`config.mk`:
```
export PLATFORM = sky130hd
export DESIGN_NAME = s2p_receiver
export DESIGN_NICKNAME = d
export VERILOG_FILES = /design/src/rtl/s2p_receiver.sv
export SDC_FILE = /design/constraint.sdc
export NUM_CORES = 1
export LEC_CHECK = 0
export BUFFER_PORTS_ARGS = -buffer_cell sky130_fd_sc_hd__buf_2
export CAP_MARGIN = 20
export CORE_UTILIZATION = 25
export CTS_CLUSTER_SIZE = 20
export DETAILED_ROUTE_END_ITERATION = 8
export PLACE_DENSITY = 0.44
export SETUP_SLACK_MARGIN = 0.5
export SKIP_LAST_GASP = 1
export SYNTH_ARGS = -nofsm -noshare
export SYNTH_HDL_FRONTEND = slang
export SYNTH_SLANG_ARGS = --single-unit
```
`constraint.sdc`:
```
create_clock -name clk -period 3.2 [get_ports clk]
set_input_delay 0.48 -clock clk [delete_from_list [all_inputs] [get_ports clk]]
set_output_delay 0.48 -clock clk [all_outputs]
set_load 0.01 [all_outputs]
```
`src/rtl/s2p_receiver.sv`:
```
// s2p_receiver: serial-to-parallel receiver for the gated-clock serial link.
// Oversamples s_clk / s_clrn / sin in the clk domain, shifts in DATA_BITS bits
// per frame and presents the completed word on P_Data with a one-cycle valid.
// Mid-frame silence of TIMEOUT clk cycles drops the frame with a one-cycle err.
//
// Parameters:
//   DATA_BITS  frame length in bits (2..64)
//   DIR        1: LSB first, 0: MSB first
//   TIMEOUT    idle clk cycles mid-frame before the frame is dropped (>= 4)
// Ports:
//   clk        system clock, rising edge
//   rst        synchronous active-high reset
//   s_clk      serial clock, data sampled on its rise
//   s_clrn     active-low frame clear
//   sin        serial data
//   P_Data     last completed word (registered)
//   valid      one-cycle strobe, P_Data is new
//   busy       frame in progress
//   err        one-cycle strobe, frame dropped by timeout
// Build option:
//   S2P_RX_SYNC_EN  defined: two-flop synchronizers on all serial inputs
//                   (+2 cycles latency); undefined: inputs used directly.
module s2p_receiver #(
  parameter int DATA_BITS = 64,
  parameter int DIR       = 1,
  parameter int TIMEOUT   = 1024
) (
  input  logic                 clk,
  input  logic                 rst,
  input  logic                 s_clk,
  input  logic                 s_clrn,
  input  logic                 sin,
  output logic [DATA_BITS-1:0] P_Data,
  output logic                 valid,
  output logic                 busy,
  output logic                 err
);

  localparam int CNT_W = $clog2(DATA_BITS + 1);
  localparam int TMO_W = $clog2(TIMEOUT + 1);
  localparam logic [CNT_W-1:0] CNT_LAST = CNT_W'(DATA_BITS - 1);
  localparam logic [CNT_W-1:0] CNT_ONE  = CNT_W'(1);
  localparam logic [TMO_W-1:0] TMO_LAST = TMO_W'(TIMEOUT - 1);
  localparam logic [TMO_W-1:0] TMO_ONE  = TMO_W'(1);

  typedef enum logic {IDLE, RECV} state_t;

  logic s_clk_s, s_clrn_s, sin_s;

`ifdef S2P_RX_SYNC_EN
  // bit 2: s_clk, bit 1: s_clrn, bit 0: sin. s_clk stages reset high so a
  // stuck-high s_clk cannot ripple through as a fake rise after reset.
  logic [2:0] sync1_q, sync2_q;

  always_ff @(posedge clk) begin
    if (rst) begin
      sync1_q <= 3'b110;
      sync2_q <= 3'b110;
    end else begin
      sync1_q <= {s_clk, s_clrn, sin};
      sync2_q <= sync1_q;
    end
  end

  assign s_clk_s  = sync2_q[2];
  assign s_clrn_s = sync2_q[1];
  assign sin_s    = sync2_q[0];
`else
  assign s_clk_s  = s_clk;
  assign s_clrn_s = s_clrn;
  assign sin_s    = sin;
`endif

  state_t                state_q, state_d;
  logic [DATA_BITS-1:0]  sr_q, sr_d, sr_shift;
  logic [CNT_W-1:0]      cnt_q, cnt_d;
  logic [TMO_W-1:0]      tmo_q, tmo_d;
  logic [DATA_BITS-1:0]  p_data_q, p_data_d;
  logic                  valid_q, valid_d;
  logic                  err_q, err_d;
  logic                  s_clk_dly_q;
  logic                  rise;

  assign rise = s_clk_s & ~s_clk_dly_q;

  always_comb begin
    if (DIR != 0) sr_shift = {sin_s, sr_q[DATA_BITS-1:1]};
    else          sr_shift = {sr_q[DATA_BITS-2:0], sin_s};
  end

  always_comb begin
    state_d  = state_q;
    sr_d     = sr_q;
    cnt_d    = cnt_q;
    tmo_d    = tmo_q;
    p_data_d = p_data_q;
    valid_d  = 1'b0;
    err_d    = 1'b0;
    if (!s_clrn_s) begin
      // clear wins over a coincident rise; the rise is not counted
      state_d = IDLE;
      sr_d    = '0;
      cnt_d   = '0;
      tmo_d   = '0;
    end else begin
      case (state_q)
        IDLE: begin
          cnt_d = '0;
          tmo_d = '0;
          if (rise) begin
            sr_d    = sr_shift;
            cnt_d   = CNT_ONE;
            state_d = RECV;
          end
        end
        RECV: begin
          if (rise) begin
            sr_d  = sr_shift;
            tmo_d = '0;
            if (cnt_q == CNT_LAST) begin
              p_data_d = sr_shift;
              valid_d  = 1'b1;
              cnt_d    = '0;
              state_d  = IDLE;
            end else begin
              cnt_d = cnt_q + CNT_ONE;
            end
          end else if (tmo_q == TMO_LAST) begin
            err_d   = 1'b1;
            sr_d    = '0;
            cnt_d   = '0;
            tmo_d   = '0;
            state_d = IDLE;
          end else begin
            tmo_d = tmo_q + TMO_ONE;
          end
        end
        default: state_d = IDLE;
      endcase
    end
  end

  always_ff @(posedge clk) begin
    if (rst) begin
      state_q     <= IDLE;
      sr_q        <= '0;
      cnt_q       <= '0;
      tmo_q       <= '0;
      p_data_q    <= '0;
      valid_q     <= 1'b0;
      err_q       <= 1'b0;
      s_clk_dly_q <= 1'b1;
    end else begin
      state_q     <= state_d;
      sr_q        <= sr_d;
      cnt_q       <= cnt_d;
      tmo_q       <= tmo_d;
      p_data_q    <= p_data_d;
      valid_q     <= valid_d;
      err_q       <= err_d;
      s_clk_dly_q <= s_clk_s;
    end
  end

  assign P_Data = p_data_q;
  assign valid  = valid_q;
  assign err    = err_q;
  assign busy   = (state_q == RECV);

endmodule

```
==> impl_results.md <==
- Diodes inserted: 0
- H-tree depth: 4
- Number of post-CTS setup repair buffers: 0
- Distinct cells, synth: 37
- TritonCTS clock tree: built
- Leading cell types in the layout, fill and taps excluded: sky130_fd_sc_hd__dfxtp_1 (149), sky130_fd_sc_hd__nand2_1 (138), sky130_fd_sc_hd__a21oi_1 (73)
- Clock skew: 0.0108 ns
- Total Nets Final: 598
- Critical Path Source Type: flip-flop
- Library cell used as clock root buffer: sky130_fd_sc_hd__clkbuf_16
- Resize count post-CTS: 0
- Data required time of the worst path: 3.55 ns
- Wire length of the first global-routing pass: 18.8 mm
- Area share of xor/xnor cells in the synthesized design: 0.0122
- Avg Synthesized Cell Area: 9.49 um2
- Area fraction of the dominant cell type after synthesis: 0.593
- Async SR Flop Fraction: 0
- Met1 track demand over resource in global routing: 0.144
- GRT Total Usage: 0.119
- Layout Area Growth over Synthesis: 24.3%
- Number of buffers added by the clock tree synthesis step: 17
- Register area share after synthesis: 0.593
- DRT antenna net count: 0
- DRT iter0 DRCs: 177
- Number of antenna violations at the first check in global routing: 0
- Peak supply drop: 0.365 mV
- Max FO, Critical Path: 29
- IO Port Bufs: 71
- Register clock-pin slew on the reported worst setup and hold paths: 0.06 ns
- Max-slew headroom at the worst pin: 0.590
- Status: finished clean
- Yosys warning total: 0
- Mux contribution to synthesized area: 0
- Vertical extent of the die: 144 um
- M2 GR Usage: 0.186
- Sum of routed wire length over all layers: 11.6 mm
- Largest net degree at the start of global routing: 54
- Share of final-layout standard cells stronger than drive strength 1: 0.192
- Avg Vias per Cell: 4.44
- Clock Latency Late Sink: 0.42 ns
- Number of sinks on the clock net: 149
- Total vias in the final route: 3858
- Compound-gate portion of the synthesized area: 0.202
- Max Root-Sink Buffers: 2
- Vias in the first global route: 3793
- Cell count after synthesis: 530
- Crit. End Element: flip-flop
- Synthesized flop and latch total: 149
- FF/Latch Area: 0.00298 mm2
- DRC violations left: 0
- Wire length per cell after detailed routing: 13.3 um
- Dominant combinational cell family by area after synthesis: compound AO/OA/AOI/OAI gates
- Number of rows in the core area: 51
- Slew at the pin with the worst max-slew slack: 0.613 ns
- Simple-gate portion of the synthesized area: 0.156
- EDFF count, synth: 0
- Most common flop cell mapped by yosys: sky130_fd_sc_hd__dfxtp_1
- First-pass DRT Iterations: 4
- Worst endpoint data arrival time: 2.65 ns
- Cell Pwr Density: 630 mW/mm2
- Syn_nets: 537
- Filler cell count in the final layout: 2072
- Highest Clock Rate: 0.434 GHz
- Final weighted congestion of routability-driven global placement: 0.792
- Mapped Area: 0.00503 mm2
- Number of hold buffers added after CTS: 0
- Final count of negative-setup-slack endpoints: 0
- Final setup TNS: 0 ns
- Width of the chip: 144 um
- Max-cap violation count: 0
- Global route hottest layer: met2
- Core area: 0.0196 mm2
- Multi-input gate area: 0.00190 mm2
- WS Path Type: flip-flop to flip-flop
- Most frequent standard cell in the layout excluding fill and tap cells: sky130_fd_sc_hd__dfxtp_1
- Starting density of the core: 0.257
- Post-detailed-placement half-perimeter wirelength: 7.77 mm
- Adder and majority cell fraction of the synthesized area: 0.00498
- Final Slew Violations: 0
- Setup repair after global routing missed its margin: no
- Congestion Overflow GR: 0
- Top cells by area in the synthesized netlist: sky130_fd_sc_hd__dfxtp_1 (59%), sky130_fd_sc_hd__a22o_1 (11%), sky130_fd_sc_hd__nand2_1 (10%)
- Yosys top cell by area: sky130_fd_sc_hd__dfxtp_1
- Top-level port count: 72
- Part of the cycle the worst path needs: 0.719
- Post-route minimum period: 2.30 ns
- Die Footprint: 0.0207 mm2
- Final number of hold-violating endpoints: 0
- Min-delay worst type: input port to flip-flop
- Cell leakage power: 0.00236 uW
- Final worst hold slack: 0.301 ns
- Met3 track demand over resource in global routing: 0.0380
state kept, by name, summed over array words and instances, names as in the netlist:
signal       cells
cnt_q            7
sr_q            63
P_Data          64
err              1
tmo_q           11
busy             1
valid            1
s_clk_dly_q      1
logic make-up (layout without fill, tap and decap cells):
family                   count (synthesis)  in the layout
AND/OR/NAND/NOR                        185            185
adder cells (fa/ha/maj)                  2              2
buffers and inverters                   38            112
XOR/XNOR                                 7              7
AO/OA/AOI/OAI                          149            149
flip-flops                             149            149
synth_stat cells (2+ instances only):
| cell | instances |
|---|---|
| sky130_fd_sc_hd__a21oi_1 | 73 |
| sky130_fd_sc_hd__nor2_1 | 15 |
| sky130_fd_sc_hd__dfxtp_1 | 149 |
| sky130_fd_sc_hd__nand3_2 | 2 |
| sky130_fd_sc_hd__nand4_1 | 3 |
| sky130_fd_sc_hd__nand3_1 | 7 |
| sky130_fd_sc_hd__nand2b_1 | 2 |
| sky130_fd_sc_hd__and2_1 | 3 |
| sky130_fd_sc_hd__nor3_1 | 4 |
| sky130_fd_sc_hd__o21ai_0 | 4 |
| sky130_fd_sc_hd__ha_1 | 2 |
| sky130_fd_sc_hd__inv_1 | 2 |
| sky130_fd_sc_hd__a22o_1 | 64 |
| sky130_fd_sc_hd__clkbuf_1 | 20 |
| sky130_fd_sc_hd__buf_2 | 16 |
| sky130_fd_sc_hd__nand2_1 | 138 |
| sky130_fd_sc_hd__xnor2_1 | 6 |
area by class of cell:
cell class	count	area share
inverters	2	0.00120
well taps	265	0.0530
clock buffers	21	0.0736
clock inverters	11	0.0236
multi-input cells	343	0.304
repair buffers	78	0.0672
flip-flops and latches	149	0.477
worst max-delay path: stages (launching register included):
cell and delay (ns):
sky130_fd_sc_hd__dfxtp_1 0.40, sky130_fd_sc_hd__ha_1 0.27, sky130_fd_sc_hd__and4b_1 0.31, sky130_fd_sc_hd__and4_2 0.64
sky130_fd_sc_hd__buf_4 0.35, sky130_fd_sc_hd__nand2_1 0.13, sky130_fd_sc_hd__a21oi_1 0.13
power by group:
| part | total [uW] | internal [uW] | switching (uW) |
|---|---|---|---|
| registers | 1860 | 1860 | 1.61 |
| clock network | 2040 | 1270 | 766 |
| logic | 47.0 | 8.93 | 38.0 |
per-layer routing:
| layer | up-vias | share of wire |
|---|---|---|
| li1 | 1957 | - |
| met1 | 1798 | 0.48 |
| met2 | 83 | 0.45 |
| met5 | - | 0 |
| met4 | 0 | 0.021 |
| met3 | 20 | 0.042 |
through the flow:
step / cells / setup slack [ns] / power (uW) / instance area, um2 / utilization
2_1_floorplan: 530 / 1.51 / 1930 / 5030 / -
3_3_place_gp: 837 / 0.917 / 1950 / 5640 / 0.288
3_5_place_dp: 837 / 0.890 / 1950 / 5640 / 0.288
4_1_cts: 869 / 0.899 / 4010 / 6250 / 0.319
5_1_grt: 869 / 0.757 / 4090 / 6250 / 0.319
6_report: 869 / 0.898 / 3940 / 6250 / 0.319
path summary, 6_finish.rpt:
kind                    from           to  slack [ns]  cells after the start
setup reg to reg    cnt_q[0]    P_Data[4]        0.90                      6
setup / recovery    cnt_q[0]    P_Data[4]        0.90                      6
hold / removal         s_clk  s_clk_dly_q        0.30                      2
hold reg to reg   P_Data[58]   P_Data[58]        0.45                      2
No activity file was read; power rests on OpenSTA's default activity.
